==> config.mk <==
export PLATFORM = sky130hd
export DESIGN_NAME = ahb_master_arbiter_flat
export DESIGN_NICKNAME = d
export VERILOG_FILES = /design/src/rtl/ahb_master_arbiter_if.sv /design/src/rtl/ahb_master_arbiter.sv /design/src/flat_wrapper.sv
export SDC_FILE = /design/constraint.sdc
export NUM_CORES = 1
export LEC_CHECK = 0
export CAP_MARGIN = 30
export CORE_MARGIN = 8
export CORE_UTILIZATION = 38
export DETAILED_ROUTE_END_ITERATION = 7
export GPL_TIMING_DRIVEN = 0
export PLACE_DENSITY = 0.93
export SYNTH_ARGS = -nofsm -noshare
export SYNTH_HDL_FRONTEND = slang
export SYNTH_SLANG_ARGS = --single-unit
==> constraint.sdc <==
create_clock -name HCLK -period 3.57 [get_ports HCLK]
set_clock_uncertainty 0.2 [all_clocks]
set_input_delay 0.714 -clock HCLK [delete_from_list [all_inputs] [get_ports HCLK]]
set_output_delay 0.714 -clock HCLK [all_outputs]
set_load 0.03 [all_outputs]
==> src/rtl/ahb_master_arbiter_if.sv <==
// rtl/ahb_master_arbiter_if.sv - request/response channels and AHB-Lite master bus bundle
interface ahb_master_arbiter_if #(
    parameter int NUM_MASTERS = 2,
    parameter int ADDR_W      = 32,
    parameter int DATA_W      = 32
);
    // Internal request channels, one slice per master
    logic [NUM_MASTERS-1:0]        req_valid;
    logic [NUM_MASTERS*ADDR_W-1:0] req_addr;
    logic [NUM_MASTERS-1:0]        req_write;
    logic [NUM_MASTERS*3-1:0]      req_size;
    logic [NUM_MASTERS*DATA_W-1:0] req_wdata;
    logic [NUM_MASTERS-1:0]        req_ready;

    // Per-channel completion, data and error shared across channels
    logic [NUM_MASTERS-1:0]        rsp_valid;
    logic [DATA_W-1:0]             rsp_rdata;
    logic                          rsp_err;

    // External AHB-Lite master port
    logic [ADDR_W-1:0]             HADDR;
    logic [1:0]                    HTRANS;
    logic                          HWRITE;
    logic [2:0]                    HSIZE;
    logic [2:0]                    HBUST;
    logic [DATA_W-1:0]             HWDATA;
    logic [DATA_W-1:0]             HRDATA;
    logic                          HREADY;
    logic [1:0]                    HRESP;

    // Arbiter side
    modport master (
        input  req_valid, req_addr, req_write, req_size, req_wdata,
        output req_ready, rsp_valid, rsp_rdata, rsp_err,
        output HADDR, HTRANS, HWRITE, HSIZE, HBUST, HWDATA,
        input  HRDATA, HREADY, HRESP
    );

    // Requesters and bus slave side
    modport slave (
        output req_valid, req_addr, req_write, req_size, req_wdata,
        input  req_ready, rsp_valid, rsp_rdata, rsp_err,
        input  HADDR, HTRANS, HWRITE, HSIZE, HBUST, HWDATA,
        output HRDATA, HREADY, HRESP
    );
endinterface

==> src/rtl/ahb_master_arbiter.sv <==
// rtl/ahb_master_arbiter.sv - multi-channel AHB-Lite master with pipelined arbitration
module ahb_master_arbiter #(
    parameter int NUM_MASTERS = 2,
    parameter int ADDR_W      = 32,
    parameter int DATA_W      = 32,
    parameter int ARB_MODE    = 0
) (
    input  logic                 HCLK,
    input  logic                 HRESETn,
    ahb_master_arbiter_if.master bus
);
    localparam int         IDX_W        = (NUM_MASTERS > 1) ? $clog2(NUM_MASTERS) : 1;
    localparam logic [1:0] TRANS_IDLE   = 2'b00;
    localparam logic [1:0] TRANS_NONSEQ = 2'b10;
    localparam logic [1:0] RESP_ERROR   = 2'b01;

    // Data-phase tracker: IDLE = no transfer awaiting completion
    typedef enum logic {PH_IDLE, PH_DATA} phase_t;

    phase_t             phase_q, phase_d;
    logic [IDX_W-1:0]   dp_owner_q, dp_owner_d;
    logic               dp_write_q, dp_write_d;
    logic [DATA_W-1:0]  hwdata_q, hwdata_d;
    logic [IDX_W-1:0]   rr_ptr_q, rr_ptr_d;

    // Address-phase hold: a NONSEQ stalled by HREADY=0 keeps its owner
    logic               pend_q;
    logic [IDX_W-1:0]   pend_owner_q;
    logic [ADDR_W-1:0]  haddr_q;
    logic               hwrite_q;
    logic [2:0]         hsize_q;

    logic               dp_valid;
    logic               err_first;
    logic               dp_done;
    logic               any_req;
    logic               addr_active;
    logic               accept;
    logic               hi_found;
    logic [IDX_W-1:0]   hi_win;
    logic [IDX_W-1:0]   lo_win;
    logic [IDX_W-1:0]   arb_win;
    logic [IDX_W-1:0]   win;
    logic [ADDR_W-1:0]  sel_addr;
    logic               sel_write;
    logic [2:0]         sel_size;
    logic [DATA_W-1:0]  sel_wdata;
    logic [ADDR_W-1:0]  haddr_d;
    logic               hwrite_d;
    logic [2:0]         hsize_d;

    assign dp_valid    = (phase_q == PH_DATA);
    assign err_first   = dp_valid && !bus.HREADY && (bus.HRESP == RESP_ERROR);
    assign dp_done     = HRESETn && dp_valid && bus.HREADY;
    assign any_req     = |bus.req_valid;
    assign addr_active = HRESETn && any_req && !err_first;
    assign accept      = addr_active && bus.HREADY;

    // Winner select: lowest requester, or first requester above rr_ptr with wrap
    always_comb begin
        hi_found = 1'b0;
        hi_win   = '0;
        lo_win   = '0;
        for (int i = NUM_MASTERS - 1; i >= 0; i--) begin
            if (bus.req_valid[i]) begin
                lo_win = IDX_W'(i);
                if (IDX_W'(i) > rr_ptr_q) begin
                    hi_found = 1'b1;
                    hi_win   = IDX_W'(i);
                end
            end
        end
        arb_win = ((ARB_MODE == 1) && hi_found) ? hi_win : lo_win;
        win     = pend_q ? pend_owner_q : arb_win;
    end

    // Route the winning channel's fields onto the address phase
    always_comb begin
        sel_addr  = '0;
        sel_write = 1'b0;
        sel_size  = '0;
        sel_wdata = '0;
        for (int i = 0; i < NUM_MASTERS; i++) begin
            if (IDX_W'(i) == win) begin
                sel_addr  = bus.req_addr[i*ADDR_W +: ADDR_W];
                sel_write = bus.req_write[i];
                sel_size  = bus.req_size[i*3 +: 3];
                sel_wdata = bus.req_wdata[i*DATA_W +: DATA_W];
            end
        end
        haddr_d  = addr_active ? sel_addr  : haddr_q;
        hwrite_d = addr_active ? sel_write : hwrite_q;
        hsize_d  = addr_active ? sel_size  : hsize_q;
    end

    // Bus outputs and per-channel handshakes
    always_comb begin
        bus.HTRANS    = addr_active ? TRANS_NONSEQ : TRANS_IDLE;
        bus.HADDR     = haddr_d;
        bus.HWRITE    = hwrite_d;
        bus.HSIZE     = hsize_d;
        bus.HBUST     = 3'b000;
        bus.HWDATA    = hwdata_q;
        bus.rsp_rdata = (dp_done && !dp_write_q) ? bus.HRDATA : '0;
        bus.rsp_err   = dp_done && (bus.HRESP == RESP_ERROR);
        bus.req_ready = '0;
        bus.rsp_valid = '0;
        for (int i = 0; i < NUM_MASTERS; i++) begin
            bus.req_ready[i] = accept  && (win == IDX_W'(i));
            bus.rsp_valid[i] = dp_done && (dp_owner_q == IDX_W'(i));
        end
    end

    // Next data-phase state: acceptance overrides completion for back-to-back
    always_comb begin
        phase_d    = phase_q;
        dp_owner_d = dp_owner_q;
        dp_write_d = dp_write_q;
        hwdata_d   = hwdata_q;
        rr_ptr_d   = rr_ptr_q;
        if (accept) begin
            phase_d    = PH_DATA;
            dp_owner_d = win;
            dp_write_d = sel_write;
            hwdata_d   = sel_wdata;
            if (ARB_MODE == 1) begin
                rr_ptr_d = win;
            end
        end else if (dp_done) begin
            phase_d = PH_IDLE;
        end
    end

    // Data-phase state register
    always_ff @(posedge HCLK or negedge HRESETn) begin
        if (!HRESETn) begin
            phase_q    <= PH_IDLE;
            dp_owner_q <= '0;
            dp_write_q <= 1'b0;
            hwdata_q   <= '0;
            rr_ptr_q   <= IDX_W'(NUM_MASTERS - 1);
        end else begin
            phase_q    <= phase_d;
            dp_owner_q <= dp_owner_d;
            dp_write_q <= dp_write_d;
            hwdata_q   <= hwdata_d;
            rr_ptr_q   <= rr_ptr_d;
        end
    end

    // Remember the last address phase so it holds while idle or stalled
    always_ff @(posedge HCLK or negedge HRESETn) begin
        if (!HRESETn) begin
            pend_q       <= 1'b0;
            pend_owner_q <= '0;
            haddr_q      <= '0;
            hwrite_q     <= 1'b0;
            hsize_q      <= '0;
        end else begin
            pend_q       <= addr_active && !bus.HREADY;
            pend_owner_q <= win;
            haddr_q      <= haddr_d;
            hwrite_q     <= hwrite_d;
            hsize_q      <= hsize_d;
        end
    end
endmodule

==> src/flat_wrapper.sv <==
// flat-port wrapper written by rule: the top's interface ports become plain ports
module ahb_master_arbiter_flat 
#(
    parameter int NUM_MASTERS = 2,
    parameter int ADDR_W      = 32,
    parameter int DATA_W      = 32,
    parameter int ARB_MODE    = 0
)
  (HCLK, HRESETn, bus_req_valid, bus_req_addr, bus_req_write, bus_req_size, bus_req_wdata, bus_req_ready, bus_rsp_valid, bus_rsp_rdata, bus_rsp_err, bus_HADDR, bus_HTRANS, bus_HWRITE, bus_HSIZE, bus_HBUST, bus_HWDATA, bus_HRDATA, bus_HREADY, bus_HRESP);
  ahb_master_arbiter_if #(.NUM_MASTERS(NUM_MASTERS), .ADDR_W(ADDR_W), .DATA_W(DATA_W)) bus_i ();
  input  logic HCLK;
  input  logic HRESETn;
  input wire logic [$bits(bus_i.req_valid)-1:0] bus_req_valid;
  input wire logic [$bits(bus_i.req_addr)-1:0] bus_req_addr;
  input wire logic [$bits(bus_i.req_write)-1:0] bus_req_write;
  input wire logic [$bits(bus_i.req_size)-1:0] bus_req_size;
  input wire logic [$bits(bus_i.req_wdata)-1:0] bus_req_wdata;
  output wire logic [$bits(bus_i.req_ready)-1:0] bus_req_ready;
  output wire logic [$bits(bus_i.rsp_valid)-1:0] bus_rsp_valid;
  output wire logic [$bits(bus_i.rsp_rdata)-1:0] bus_rsp_rdata;
  output wire logic [$bits(bus_i.rsp_err)-1:0] bus_rsp_err;
  output wire logic [$bits(bus_i.HADDR)-1:0] bus_HADDR;
  output wire logic [$bits(bus_i.HTRANS)-1:0] bus_HTRANS;
  output wire logic [$bits(bus_i.HWRITE)-1:0] bus_HWRITE;
  output wire logic [$bits(bus_i.HSIZE)-1:0] bus_HSIZE;
  output wire logic [$bits(bus_i.HBUST)-1:0] bus_HBUST;
  output wire logic [$bits(bus_i.HWDATA)-1:0] bus_HWDATA;
  input wire logic [$bits(bus_i.HRDATA)-1:0] bus_HRDATA;
  input wire logic [$bits(bus_i.HREADY)-1:0] bus_HREADY;
  input wire logic [$bits(bus_i.HRESP)-1:0] bus_HRESP;
  assign bus_i.req_valid = bus_req_valid;
  assign bus_i.req_addr = bus_req_addr;
  assign bus_i.req_write = bus_req_write;
  assign bus_i.req_size = bus_req_size;
  assign bus_i.req_wdata = bus_req_wdata;
  assign bus_req_ready = bus_i.req_ready;
  assign bus_rsp_valid = bus_i.rsp_valid;
  assign bus_rsp_rdata = bus_i.rsp_rdata;
  assign bus_rsp_err = bus_i.rsp_err;
  assign bus_HADDR = bus_i.HADDR;
  assign bus_HTRANS = bus_i.HTRANS;
  assign bus_HWRITE = bus_i.HWRITE;
  assign bus_HSIZE = bus_i.HSIZE;
  assign bus_HBUST = bus_i.HBUST;
  assign bus_HWDATA = bus_i.HWDATA;
  assign bus_i.HRDATA = bus_HRDATA;
  assign bus_i.HREADY = bus_HREADY;
  assign bus_i.HRESP = bus_HRESP;
  ahb_master_arbiter #(.NUM_MASTERS(NUM_MASTERS), .ADDR_W(ADDR_W), .DATA_W(DATA_W), .ARB_MODE(ARB_MODE)) u_core (.HCLK(HCLK), .HRESETn(HRESETn), .bus(bus_i));
endmodule
; ---- After elaboration in Yosys (flattened, before gate mapping)
; Index checks and enable logic that the tools add are counted.
[op_classes]
bitwise = 2
reduce_logical = 19
muxes = 14
eq_ne = 1
[op_table]
columns = operator, n
row1 = $mux W32, 4
row2 = $logic_and A1 B1 Y1, 14
row3 = $mux W1, 7
row4 = $mux W3, 2
row5 = $logic_not A1 Y1, 3
row6 = $eq A2 B1 Y1 const B, 1
row7 = $mux W2, 1
row8 = $not A1 Y1, 2
row9 = $reduce_bool A2 Y1, 1
row10 = $reduce_or A2 Y1, 1
[word_totals]
elab_cells = 45
ff_bits = 73

; ---- Depth between registers and ports, before layout
; Gate-level depths: netlist of the first run.
[logic_depth]
depth_word = 7
depth_mapped = 6

; ---- Least setup slack after synthesis of the first run
; OpenSTA, ideal clock, no wires.
[synth_timing]
kind = input to output
from = input port bus_req_valid[0]
to = output port bus_HADDR[10]
cell_stages = 4
t_arrival_ns = 1.960
n_path_buf = 1
path_slack_ns = 0.696
required_time_ns = 2.656
path_cell_list = nor3b_2 clkbuf_1 o21ai_0 a31oi_1
[synth_via]
elab_chain_cells = 4
elab_cells_between_ends = 7
cone_classes = mux: 4 / reduce/logical: 3
[synth_rtl]
columns = element, line_no
row1 = start: declaration, flat_wrapper.sv:13  ; input wire logic [$bits(bus_i.req_valid)-1:0] bus_req_valid;
row2 = $mux W1 or $reduce_or A2 Y1 (tied branches), "ahb_master_arbiter.sv:65, ahb_master_arbiter.sv:55"
row3 = $mux W1 or $logic_and A1 B1 Y1 (tied branches), "ahb_master_arbiter.sv:74, ahb_master_arbiter.sv:56"
row4 = $mux W32 or $logic_and A1 B1 Y1 (tied branches), "ahb_master_arbiter.sv:84, ahb_master_arbiter.sv:56"
row5 = $mux W32 *, ahb_master_arbiter.sv:91  ; haddr_d = addr_active ? sel_addr : haddr_q;
row6 = end: declaration, flat_wrapper.sv:22  ; output wire logic [$bits(bus_i.HADDR)-1:0] bus_HADDR;
; Mark *: on every way between the ends. The rest lies on a longest branch, timed or not.

; ---- Worst setup path in the final report of the first run
[layout_timing]
from = input port bus_HRESP[1]
to = output port bus_HTRANS[1]
[layout_via]
elab_chain_cells = 5
[layout_rtl]
columns = element, line_no
row1 = start: declaration, flat_wrapper.sv:30  ; input wire logic [$bits(bus_i.HRESP)-1:0] bus_HRESP;
row2 = $eq A2 B1 Y1, ahb_master_arbiter.sv:53  ; assign err_first = dp_valid && !bus.HREADY && (bus.HRESP == RESP_ERROR);
row3 = $logic_and A1 B1 Y1, ahb_master_arbiter.sv:53
row4 = $logic_not A1 Y1, ahb_master_arbiter.sv:56  ; assign addr_active = HRESETn && any_req && !err_first;
row5 = $logic_and A1 B1 Y1, ahb_master_arbiter.sv:56
row6 = via u_core.addr_active, ahb_master_arbiter.sv:37  ; logic addr_active;
row7 = $mux W2, ahb_master_arbiter.sv:98  ; bus.HTRANS = addr_active ? TRANS_NONSEQ : TRANS_IDLE;
row8 = end: declaration, flat_wrapper.sv:23  ; output wire logic [$bits(bus_i.HTRANS)-1:0] bus_HTRANS;
; The timed path passes the listed nets, and every way through them passes these cells.

==> flow_metrics.env, run 1 <==
export IMPL_syn_area_per_cell_sq_um=8.72
export IMPL_die_area_sq_um=14200
export IMPL_crit_family="buffers and inverters"
export IMPL_synth_xor_area_share=0
export IMPL_cp_cell_sequence="clkdlybuf4s50_1 -> and4bb_1 -> nor2_4 -> buf_2 -> buf_4 -> dlygate4sd2_1"
export IMPL_async_flop_share=1.00
export IMPL_grt_total_usage=0.255
export IMPL_synth_edff_count=0
export IMPL_multi_input_area_sq_um=1940
export IMPL_antenna_found_initial=0
export IMPL_cts_tree="yes"
export IMPL_clk_pin_slew_ps=80
export IMPL_clock_sinks=73
export IMPL_wire_per_inst_um=20.9
export IMPL_drv_slew=0
export IMPL_postPlaceCellArea_sq_um=7030
export IMPL_cp_data_required_time_ps=2660
export IMPL_clock_path_buffers=2
export IMPL_synth_warnings=0
export IMPL_hpwl_mm=14.8
export IMPL_synth_seq_cells=73
export IMPL_area_growth_pct=83.4
export IMPL_seq_area_frac_synth=0.453
export IMPL_fin_crit_sh=0.950
export IMPL_htreeDepth=3
export IMPL_grt_pass1_wl_mm=28.8
export IMPL_final_hold_viol_count=0
export IMPL_rows=37
export IMPL_cts_root_buf="clkbuf_8"
export IMPL_core_region_area_sq_um=10300
export IMPL_drive_gt1_frac=0.176
export IMPL_crit_slowest_cell="clkdlybuf4s50_1"
export IMPL_synth_simple_gate_area_frac=0.179
export IMPL_grt_pass1_vias=5097
export IMPL_yosys_area_top_type="dfrtp_1"
export IMPL_utilization=0.716
export IMPL_synthFlopType="dfrtp_1"
export IMPL_cp_start_kind="input pin"
export IMPL_initial_core_util=0.390
export IMPL_end_kind="output port"
export IMPL_finalSetupViolCount=0
export IMPL_maxCapViolCount=0
export IMPL_first_pass_iters=6
export IMPL_ant_nets=0
export IMPL_synth_most_common_cell="dfrtp_1"
export IMPL_io_buffers=280
export IMPL_synthCells=462
export IMPL_fillers=787
export IMPL_synth_top_area_frac=0.453
export IMPL_critPathBufInv=4
export IMPL_synth_common_cells="dfrtp_1, a21oi_1, a31oi_1, o21ai_0, nor2_1"
export IMPL_ff_latch_area_sq_um=1830
export IMPL_insertion_delay_ps=340
export IMPL_synth_area_leaders="dfrtp_1, a31oi_1, a21oi_1"
export IMPL_dp_slack_ps=-862
export IMPL_cpPeakStageDelay_ps=500
export IMPL_status="finished clean"
export IMPL_grt_overflow_total=0
export IMPL_num_vias=4965
export IMPL_yosys_area_share_adder=0
export IMPL_min_period_ps=3390
export IMPL_layout_setup_ws_ps=178
export IMPL_antenna_cells=0
export IMPL_postLayoutCellArea_sq_um=7390
export IMPL_ioPinCount=285
export IMPL_finalSetupTns_ps=0
export IMPL_grt_max_degree=42
export IMPL_drc=0
export IMPL_die_h_um=119
export IMPL_holdWs_ps=3.42
export IMPL_synth_cell_types=29
export IMPL_ir_drop_mv=0.180
export IMPL_syn_cell_area_sq_um=4030
export IMPL_die_w_um=119
export IMPL_synth_top_family_by_area="compound AO/OA/AOI/OAI gates"
export IMPL_synth_area_mux_share=0
export IMPL_rsz0062_at_grt="no"
export IMPL_gp_congestion=0.882
export IMPL_fmax_ghz=0.295
export IMPL_hp_class="in -> async"
export IMPL_path_max_fanout=10
export IMPL_vias_per_cell=5.47
export IMPL_path_class="in -> out"
export IMPL_first_iter_violations=422
export IMPL_critical_path_arrival_ps=2480
export IMPL_p_per_area_nw_per_um2=375
export IMPL_layout_nets=941
export IMPL_cts_buffers_inserted=9
export IMPL_p_leak_uw=0.00307
export IMPL_routed_wl_mm=19.0
export IMPL_synth_compound_area_frac=0.286
-- worst register-to-register path, stage by stage (launching register included) --
cell and delay, ps:
dfrtp_1 430, and2_1 370, clkbuf_1 400, o21ai_0 230, a31oi_2 260, buf_4 150, buf_4 90
-- cells in the final DEF, fill, tap and decap left out, types with 7 or more instances in the layout --
cell / n
a21oi_1: 69
a31oi_1: 65
and2_1: 33
buf_2: 14
buf_4: 13
clkbuf_1: 19
clkbuf_2: 9
clkbuf_4: 7
clkbuf_8: 9
clkdlybuf4s15_1: 10
clkdlybuf4s15_2: 38
clkdlybuf4s50_1: 205
dfrtp_1: 73
dlygate4sd2_1: 15
nand3_1: 16
nand3_2: 21
nor2_1: 39
o21ai_0: 67
-- report_power, final --
part	internal [uW]	total (uW)	leakage, uW	switching [uW]
Clock	249	564	0.0000839	315
Combinational	529	1180	0.00217	652
Sequential	962	1030	0.000818	64.4
-- cells by family after synthesis --
| family | count (synthesis) |
|---|---|
| AOI/OAI and AO/OA | 210 |
| other | 1 |
| and+or+nand+nor | 121 |
| DFF | 73 |
| buffers and inverters | 57 |
-- final timing paths --
check	to	from	slack (ps)	depth (start not counted)
setup reg to reg	u_core.haddr_q[4]	u_core.pend_q	1400	6
max in group asynchronous	u_core.bus.HWDATA[9]	HRESETn	2730	2
min in group HCLK	u_core.bus.HWDATA[20]	u_core.bus.HWDATA[20]	330	2
setup / recovery	bus_HTRANS[1]	bus_HRESP[1]	180	6
hold reg to reg	u_core.bus.HWDATA[20]	u_core.bus.HWDATA[20]	330	2
hold / removal	u_core.haddr_q[30]	HRESETn	3	1
-- sequential cells by signal, indices dropped and copies added (netlist names) --
| name | count |
|---|---|
| u_core.bus.HWDATA | 32 |
| u_core.pend_owner_q | 1 |
| u_core.pend_q | 1 |
| u_core.dp_write_q | 1 |
| u_core.dp_owner_q | 1 |
| u_core.haddr_q | 32 |
| u_core.dp_valid | 1 |
| u_core.hsize_q | 3 |
| u_core.hwrite_q | 1 |
-- per-layer routing --
layer | up-vias | GRT usage | share of wire
met3 | 30 | 0.0746 | 0.088
met2 | 271 | 0.437 | 0.50
met4 | 0 | 0.0798 | 0.022
li1 | 2275 | - | -
met1 | 2389 | 0.301 | 0.39
met5 | - | 0 | 0
-- repair_timing --
item	4_1_cts	5_1_grt
gates cloned	0	1
gates resized for setup	227	32
buffers inserted	6	2
hold buffers	0	0
pin swaps	4	6
setup endpoints to repair	72	69
-- cell type report --
| type | instances | share of cell area |
|---|---|---|
| sequential | 73 | 0.247 |
| multi-input combinational | 335 | 0.262 |
| tap | 136 | 0.0230 |
| timing repair buffer | 290 | 0.399 |
| inverter | 2 | 0.00102 |
| clock buffer | 12 | 0.0183 |
| clock inverter | 4 | 0.00271 |
| buffer | 55 | 0.0471 |
-- through the flow --
step                      power (uW)  cells
after CTS                       2760    904
final                           2770    907
after global placement          2180    881
after detailed placement        2210    882
after floorplan                 1600    465
after global routing            2900    907
Note: power is estimated with default switching activity, not from simulation.
==> run 2: changes to the inputs <==
- RECOVER_POWER: unset -> 25
- SETUP_SLACK_MARGIN: unset -> 0.05
==> run 2 against run 1 <==
  * Clock-buffer cell count did not move
  * Highest routed layer unchanged
  * Fmax barely moved
  * Via count rose by 0.48%
  * Cell count fell by 0.22%
  * Largest cell class unchanged
  * Wire length rose by 0.29%
  * Setup slack improved by 3.4 ps
  * Global-route usage fell by 0.070 points
==> flow_metrics.env, run 2 (synthesis gave the netlist of run 1 again) <==
export IMPL_die_h_um=119
export IMPL_path_class="in -> out"
export IMPL_maxCapViolCount=0
export IMPL_antenna_found_initial=1
export IMPL_die_w_um=119
export IMPL_layout_nets=938
export IMPL_layout_common_cells="clkdlybuf4s50_1, dfrtp_1, a21oi_1"
export IMPL_insertion_delay_ps=330
export IMPL_rsz0062_at_grt="no"
export IMPL_p_sw_uw=1020
export IMPL_first_pass_iters=6
export IMPL_core_region_area_sq_um=10300
export IMPL_power_share_sequential=0.375
export IMPL_path_max_fanout=10
export IMPL_finalSetupViolCount=0
export IMPL_wire_per_inst_um=21.0
export IMPL_cp_start_kind="input pin"
export IMPL_layout_commonest_cell="clkdlybuf4s50_1"
export IMPL_combPwrFrac=0.422
export IMPL_hpwl_mm=14.8
export IMPL_clock_sinks=73
export IMPL_area_growth_pct=80.9
export IMPL_drv_slew=0
export IMPL_fin_crit_sh=0.949
export IMPL_cts_tree="yes"
export IMPL_hp_class="in -> async"
export IMPL_vias_per_cell=5.51
export IMPL_grt_overflow_total=0
export IMPL_clock_path_buffers=2
export IMPL_gp_congestion=0.882
export IMPL_hold_buffers=0
export IMPL_num_vias=4989
export IMPL_initial_core_util=0.390
export IMPL_finalSetupTns_ps=0
export IMPL_p_per_area_nw_per_um2=376
export IMPL_io_buffers=280
export IMPL_end_kind="output port"
export IMPL_die_area_sq_um=14200
export IMPL_relSlewSlack=0.241
export IMPL_critical_path_arrival_ps=2470
export IMPL_htreeDepth=3
export IMPL_p_sw_frac=0.373
export IMPL_fmax_ghz=0.295
export IMPL_drive_gt1_frac=0.178
export IMPL_min_period_ps=3390
export IMPL_ir_drop_mv=0.180
export IMPL_cp_data_required_time_ps=2660
export IMPL_ioPinCount=285
export IMPL_clk_pin_slew_ps=80
export IMPL_final_hold_viol_count=0
export IMPL_intPower_uw=1720
export IMPL_tightest_slew_ps=1140
export IMPL_postLayoutCellArea_sq_um=7290
export IMPL_pwr_share_clk=0.204
export IMPL_drc=0
export IMPL_ant_nets=0
export IMPL_cts_buffers_inserted=9
export IMPL_cts_root_buf="clkbuf_8"
export IMPL_postPlaceCellArea_sq_um=7030
export IMPL_grt_total_usage=0.254
export IMPL_status="finished clean"
export IMPL_rows=37
export IMPL_first_iter_violations=372
export IMPL_grt_max_degree=42
export IMPL_routed_wl_mm=19.0
export IMPL_grt_pass1_wl_mm=28.7
export IMPL_p_leak_uw=0.00300
export IMPL_grt_pass1_vias=5114
## run 2: changes by cell type in the layout (fill, tap and decap cells not counted), sizes merged
cell / before / now
buf: 39 / 43
clkbuf: 45 / 47
clkdlybuf4s15: 48 / 43
clkdlybuf4s18: 2 / 1
clkdlybuf4s50: 205 / 204
diode: 0 / 1
dlygate4sd2: 15 / 14
dlymetal6s2s: 3 / 2
## run 2: power groups by stage
stage	clock network (uW)	registers (uW)	logic, uW
final	558	1030	1160
after floorplan	0	1160	441
after detailed placement	0	1040	1170
after CTS	573	1020	1150
after global routing	615	1040	1220
after global placement	0	1030	1150
## run 2: cell type report
cell class	count	area [sq um]
tap	136	170
antenna	1	2.50
multi-input combinational	335	1920
clock inverter	4	20.0
timing repair buffer	287	2860
clock buffer	12	135
sequential	73	1830
fill	802	3030
inverter	2	7.51
buffer	55	345
## run 2: final timing paths
check | startpoint | end | slack [ps] | cells past startpoint
min in group HCLK | u_core.bus.HWDATA[20] | u_core.bus.HWDATA[20] | 330 | 2
min | HRESETn | u_core.haddr_q[30] | 1 | 1
min reg2reg | u_core.bus.HWDATA[20] | u_core.bus.HWDATA[20] | 330 | 2
max | bus_HRESP[1] | bus_HADDR[16] | 180 | 7
max reg2reg | u_core.pend_q | u_core.haddr_q[4] | 1460 | 5
max in group asynchronous | HRESETn | u_core.bus.HWDATA[1] | 1840 | 2
## run 2: worst max-delay path, stage by stage
cell and delay, ps:
clkdlybuf4s50_1 500, nand4bb_1 140, buf_4 180, clkbuf_4 230
a21oi_1 100, a31oi_2 250, clkdlybuf4s15_2 350
## run 2: metrics by stage
step	cells	power (uW)	hold WS (ps)	worst slack, ps	utilization
2_1_floorplan	465	1600	218	696	-
3_3_place_gp	881	2180	301	-3570	0.679
3_5_place_dp	882	2210	311	-862	0.681
4_1_cts	903	2750	27.6	43.0	0.706
5_1_grt	905	2870	7.08	60.2	0.706
6_report	905	2740	1.03	182	0.706
## run 2: per-layer routing
metal / vias to the layer above / part of all wire / track usage
met5: - / 0 / 0
met4: 0 / 0.028 / 0.0949
met3: 45 / 0.090 / 0.0737
met2: 269 / 0.50 / 0.431
met1: 2404 / 0.38 / 0.299
li1: 2271 / - / -
## run 2: timing repair
item                       in CTS  in global routing
pin swaps                       3                  0
resized for setup             247                 27
setup endpoints to repair      73                 63
buffers inserted                5                  0
gates cloned                    0                  1
==> RTL change 1: new RTL, config.mk and constraints of run 2 <==
`haddr_q` no longer has a reset.
--- a/src/rtl/ahb_master_arbiter.sv
+++ b/src/rtl/ahb_master_arbiter.sv
@@ -154,5 +154,4 @@
             pend_q       <= 1'b0;
             pend_owner_q <= '0;
-            haddr_q      <= '0;
             hwrite_q     <= 1'b0;
             hsize_q      <= '0;
@@ -160,9 +159,12 @@
             pend_q       <= addr_active && !bus.HREADY;
             pend_owner_q <= win;
-            haddr_q      <= haddr_d;
             hwrite_q     <= hwrite_d;
             hsize_q      <= hsize_d;
         end
     end
+
+    always_ff @(posedge HCLK) begin
+        haddr_q <= haddr_d;
+    end
 endmodule
 
Function: differs if HRESETn is asserted again (counterexample within 4 cycles, from zero or initial values and one cycle with HRESETn low); with HRESETn held inactive, the same outputs for 10 cycles.
==> RTL change 1 against run 2 <==
  * Wire length decreased by 4.9%
  * Hold slack better by 0.073 ns
  * Sequential cell count is the same
  * Synthesized area decreased by 4.0%
  * Via count shrank 2.4%
  * Largest cell class unchanged
  * Die area decreased by 3.4%
  * Fmax decreased by 2.6%
  * Sequential share of layout area down 1.4 points
  * Cell area down 3.3%
  * Worst setup slack lost 0.091 ns
  * Total power increased by 4.9%
==> RTL change 1: results (changes against run 2) <==
Non-clock buffers=339 (was 342); Reg area=1670 um2 (was 1830 um2); post-synthesis cell type count=30 (was 29); vias in the first global route=4803 (was 5114); post-synthesis sequential area ratio=43.1% (was 45.3%); Initial DRC Count=482 (was 372); GR Util met2=42.2% (was 43.1%); met2 routed WL=9.19 mm (was 9.46 mm); Non-clock buffering overhead=43.6% (was 43.9%); Clock buffer cells=10 (was 12); Cell Count, Final, Fillers Out=903 (was 905); Primary FF master, synth=dfrtp_1 (unchanged); clock-cell share of area=3.13% (was 2.13%); drt first pass iters=7 (was 6); final net count=935 (was 938); M1 wire length=6.81 mm (was 7.31 mm); cell count after placement=882 (unchanged); multi-input combinational area share=27.1% (was 26.4%); CP peak stage delay=0.56 ns (was 0.50 ns); #MultiIn Comb=335 (unchanged); yosys warns=0 (unchanged); gpl congestion=0.914 (was 0.882); fillers=793 (was 802); maximum root-to-sink buffer count=2 (unchanged); M3 GR Usage=7.49% (was 7.37%); share of cells above drive strength 1=15.2% (was 17.8%); Hold Path Class=input pin to asynchronous set/reset pin (unchanged); synth top area cells=dfrtp_1 (27%), dfxtp_1 (17%), a31oi_1 (11%) (was dfrtp_1 (45%), a31oi_1 (11%), a21oi_1 (8.6%)); All-Layer GR Usage=25.0% (was 25.4%); Synth Cell Area=3870 um2 (was 4030 um2); largest net degree at the start of global routing=26 (was 42); Root Buffer=clkbuf_8 (unchanged); hpwl dp=14.3 mm (was 14.8 mm); LEAKAGE=0.00292 uW (was 0.00300 uW); # port buffers=280 (unchanged); Worst path slowest cell=dlygate4sd3_1 (was clkdlybuf4s50_1); DR WL/cell=20.0 um (was 21.0 um); Slew @ Worst Pin=1.39 ns (was 1.14 ns); CP max FO=7 (was 10); antenna violations before repair=2 (was 1); Post-synth top cells=a21oi_1 (69), a31oi_1 (69), o21ai_0 (68) (was dfrtp_1 (73), a21oi_1 (69), a31oi_1 (69)); # diodes=2 (was 1); first-pass GRT wire length=26.3 mm (was 28.7 mm); Async S/R FF share, synth=56.2% (was 100%); M1 GR Usage=29.4% (was 29.9%); clk_lat worst skew=0.34 ns; VDD IR-drop max=0.240 mV (was 0.180 mV); via density per instance=5.39 (was 5.51); met3 WL=1.69 mm (was 1.71 mm); status=completed (unchanged); cts bufs inserted=9 (unchanged)
## RTL change 1: cell types whose count changed after synthesis
cell,before,now
dfrtp_1,73,41
dfxtp_1,0,32
## RTL change 1: path summary, 6_finish.rpt
kind                                    startpoint                    end  slack [ns]  cells after the start
worst max register to register       u_core.pend_q     u_core.haddr_q[14]        1.62                      5
worst max-delay path                  bus_HRESP[1]           bus_HSIZE[0]        0.09                      6
max in group asynchronous                  HRESETn        u_core.hwrite_q        1.50                      2
min in group HCLK               u_core.haddr_q[21]     u_core.haddr_q[21]        0.31                      2
worst min-delay path                       HRESETn  u_core.bus.HWDATA[10]        0.07                      1
worst min register to register  u_core.haddr_q[21]     u_core.haddr_q[21]        0.31                      2
## RTL change 1: what timing repair did
item                       4_1_cts  5_1_grt
pin swaps                        1        0
setup endpoints to repair       71       64
buffers inserted                 3        0
gates resized for setup        182       34
## RTL change 1: through the flow
step	cell area (um2)	utilization, %	worst slack [ns]	TNS (ns)	hold slack, ns
finish	7050	69.8	0.0905	0	0.0741
detailed placement	6870	68.1	-0.730	-38.86	0.303
global placement	6850	67.9	-2.35	-205.53	0.292
floorplan	3880	-	0.701	0	0.218
CTS	7100	70.3	0.0498	0	0.132
global route	7050	69.8	0.0277	0	0.0717
## RTL change 1: worst max-delay path, delay by kind of cell
family / cells / cell delay (ns)
buf+inv: 3 / 1.18
simple gates: 2 / 0.38
compound gates: 1 / 0.27
## RTL change 1: power breakdown
group	switching [uW]	internal, uW	total (uW)
sequential	62.9	960	1020
combinational	633	490	1120
clock	332	396	729
total	1030	1850	2870
## RTL change 1: logic make-up after synthesis
family	after synthesis	synth area share, %
buf+inv	57	8.41
flops	73	43.1
compound gates	210	29.8
other cells	1	0.0969
simple gates	121	18.6
==> RTL change 2: new RTL, flow settings as in run 2 <==
Without the edit above. `ARB_MODE` is set to 0 in 2 places; all go to 1.
--- a/src/rtl/ahb_master_arbiter.sv
+++ b/src/rtl/ahb_master_arbiter.sv
@@ -4,5 +4,5 @@
     parameter int ADDR_W      = 32,
     parameter int DATA_W      = 32,
-    parameter int ARB_MODE    = 0
+    parameter int ARB_MODE    = 1
 ) (
     input  logic                 HCLK,
--- a/src/flat_wrapper.sv
+++ b/src/flat_wrapper.sv
@@ -5,5 +5,5 @@
     parameter int ADDR_W      = 32,
     parameter int DATA_W      = 32,
-    parameter int ARB_MODE    = 0
+    parameter int ARB_MODE    = 1
 )
   (HCLK, HRESETn, bus_req_valid, bus_req_addr, bus_req_write, bus_req_size, bus_req_wdata, bus_req_ready, bus_rsp_valid, bus_rsp_rdata, bus_rsp_err, bus_HADDR, bus_HTRANS, bus_HWRITE, bus_HSIZE, bus_HBUST, bus_HWDATA, bus_HRDATA, bus_HREADY, bus_HRESP);
Check against the original RTL: not equivalent (a bounded check fails within 4 cycles, from zero or initial values and one cycle with HRESETn low).
==> RTL change 2 against run 2 <==
  * Cell area fell by 7.2%
  * Sequential cell count rose by 1
  * Wire length fell by 13%
  * Worst setup slack got worse by 0.12 ns
  * Non-clock buffer count fell by 22
  * Synthesized area fell by 11%
  * Critical endpoint is now bus_HADDR[25]
  * Critical path type unchanged
  * Total power rose by 12%
  * Critical path depth rose by 1
  * First-iteration DRC count fell by 25%
==> RTL change 2: results (changes against run 2) <==
status=completed (unchanged); Post-Synth XOR/XNOR Area=0% (unchanged); via density per instance=4.99 (was 5.51); drt first pass iters=4 (was 6); antenna violations before repair=0 (was 1); CP startpoint=bus_req_valid[0] (was bus_HRESP[1]); row cnt=35 (was 37); mux share of post-synthesis cell area=0.278% (was 0%); Flop pwr share=34.3% (was 37.5%); CP Capture Point=bus_HADDR[25] (was bus_HADDR[16]); Critical Path AT=2.60 ns (was 2.47 ns); yosys warns=0 (unchanged); LEAKAGE=0.00303 uW (was 0.00300 uW); synth top area cells=dfrtp_1 (51%), nand2_1 (11%), a21oi_1 (9.3%) (was dfrtp_1 (45%), a31oi_1 (11%), a21oi_1 (8.6%)); Async S/R FF share, synth=100% (unchanged); wirelength, routed=16.6 mm (was 19.0 mm); clock-pin slew on the worst setup and hold paths=0.08 ns (about the same); FF-to-FF End=u_core.haddr_q[9] (was u_core.haddr_q[4]); Post-synth top cells=nand2_1 (106), nor2_1 (76), dfrtp_1 (73) (was dfrtp_1 (73), a21oi_1 (69), a31oi_1 (69)); All-Layer GR Usage=25.0% (was 25.4%); Slew HR=27.8% (was 24.1%); first-pass GRT wire length=25.2 mm (was 28.7 mm); post-synthesis sequential area ratio=51.4% (was 45.3%); Primary FF master, synth=dfrtp_1 (unchanged); internal power=1990 uW (was 1720 uW); # port buffers=280 (unchanged); worst slack, placed=-0.933 ns (was -0.862 ns); VDD IR-drop max=0.255 mV (was 0.180 mV); combinational power share=39.6% (was 42.2%); Root Buffer=clkbuf_8 (unchanged); Post-CTS Setup Inserts=0 (was 5); post-synthesis cell type count=23 (was 29); FF-to-FF path depth=7 (was 5); Post-Synth Adder-Cell Area=0% (unchanged); Final Cycle Share=98.3% (was 94.9%); H-tree Lvls=3 (unchanged); post-synthesis compound-gate area fraction=16.0% (was 28.6%); Initial DRC Count=279 (was 372); clk_lat worst skew=0.34 ns; largest net degree at the start of global routing=41 (was 42); # diodes=0 (was 1); cts bufs inserted=9 (unchanged); hpwl dp=13.1 mm (was 14.8 mm); r2r setup slk=1.63 ns (was 1.46 ns); vias in the first global route=4690 (was 5114); cell count after placement=857 (was 882); DR WL/cell=19.0 um (was 21.0 um); gpl congestion=0.853 (was 0.882); Hold Path Class=input pin to asynchronous set/reset pin (unchanged); R2R Path Start=u_core.rr_ptr_q (was u_core.pend_q); CP max FO=10 (unchanged); Syn Area/Cell=8.12 um2 (was 8.72 um2); final net count=915 (was 938); maximum root-to-sink buffer count=2 (unchanged); share of cells above drive strength 1=13.4% (was 17.8%)
[RTL change 2: changes by cell type in the layout (fill, tap and decap cells not counted), moves of 21 or more]
cell / delta
clkdlybuf4s15_2: -36
nor2_1: +36
nand2_1: +102
o21ai_0: -68
nand3_2: -21
a31oi_1: -39
[RTL change 2: layout make-up]
| type | instances | area (um2) |
|---|---|---|
| Timing Repair Buffer | 282 | 2670 |
| Fill cell | 698 | 2470 |
| Sequential cell | 74 | 1850 |
| Multi-Input combinational cell | 331 | 1580 |
| Buffer | 38 | 239 |
| Tap cell | 129 | 161 |
| Clock buffer | 12 | 145 |
| Clock inverter | 4 | 98.8 |
| Inverter | 4 | 16.3 |
[RTL change 2: repair_timing]
action,in CTS,in global routing
hold buffers,0,0
gates resized for setup,220,75
setup endpoints to repair,72,44
cloned,1,0
[RTL change 2: per-stage QoR]
step                      cell area, um2  hold slack [ns]  power, uW
after floorplan                     3610            0.218       1680
after global placement              6580            0.282       2280
after detailed placement            6600            0.296       2320
after CTS                           6820          0.00508       3090
after global routing                6770          0.00252       3220
final                               6770          0.00222       3080
[RTL change 2: cells by family (layout without fill, tap and decap cells)]
group,after synthesis,count (layout)
other cells,1,4
compound gates,105,105
buf+inv,42,340
mux,1,1
flops,74,74
simple gates,221,221
[RTL change 2: critical path, cell delays in order]
cell	delay (ns)
clkdlybuf4s50_1	0.47
and2_1	0.13
o21a_1	0.13
buf_6	0.13
buf_2	0.30
nand2_1	0.12
a31oi_1	0.25
clkdlybuf4s15_2	0.35
[RTL change 2: layer usage]
| metal | wire length [um] | global-route usage, % | up-vias |
|---|---|---|---|
| li1 | - | - | 2035 |
| met1 | 6240 | 26.7 | 2090 |
| met2 | 8640 | 45.4 | 207 |
| met3 | 1450 | 8.35 | 26 |
| met4 | 299 | 7.90 | 0 |
| met5 | 0 | 0 | - |
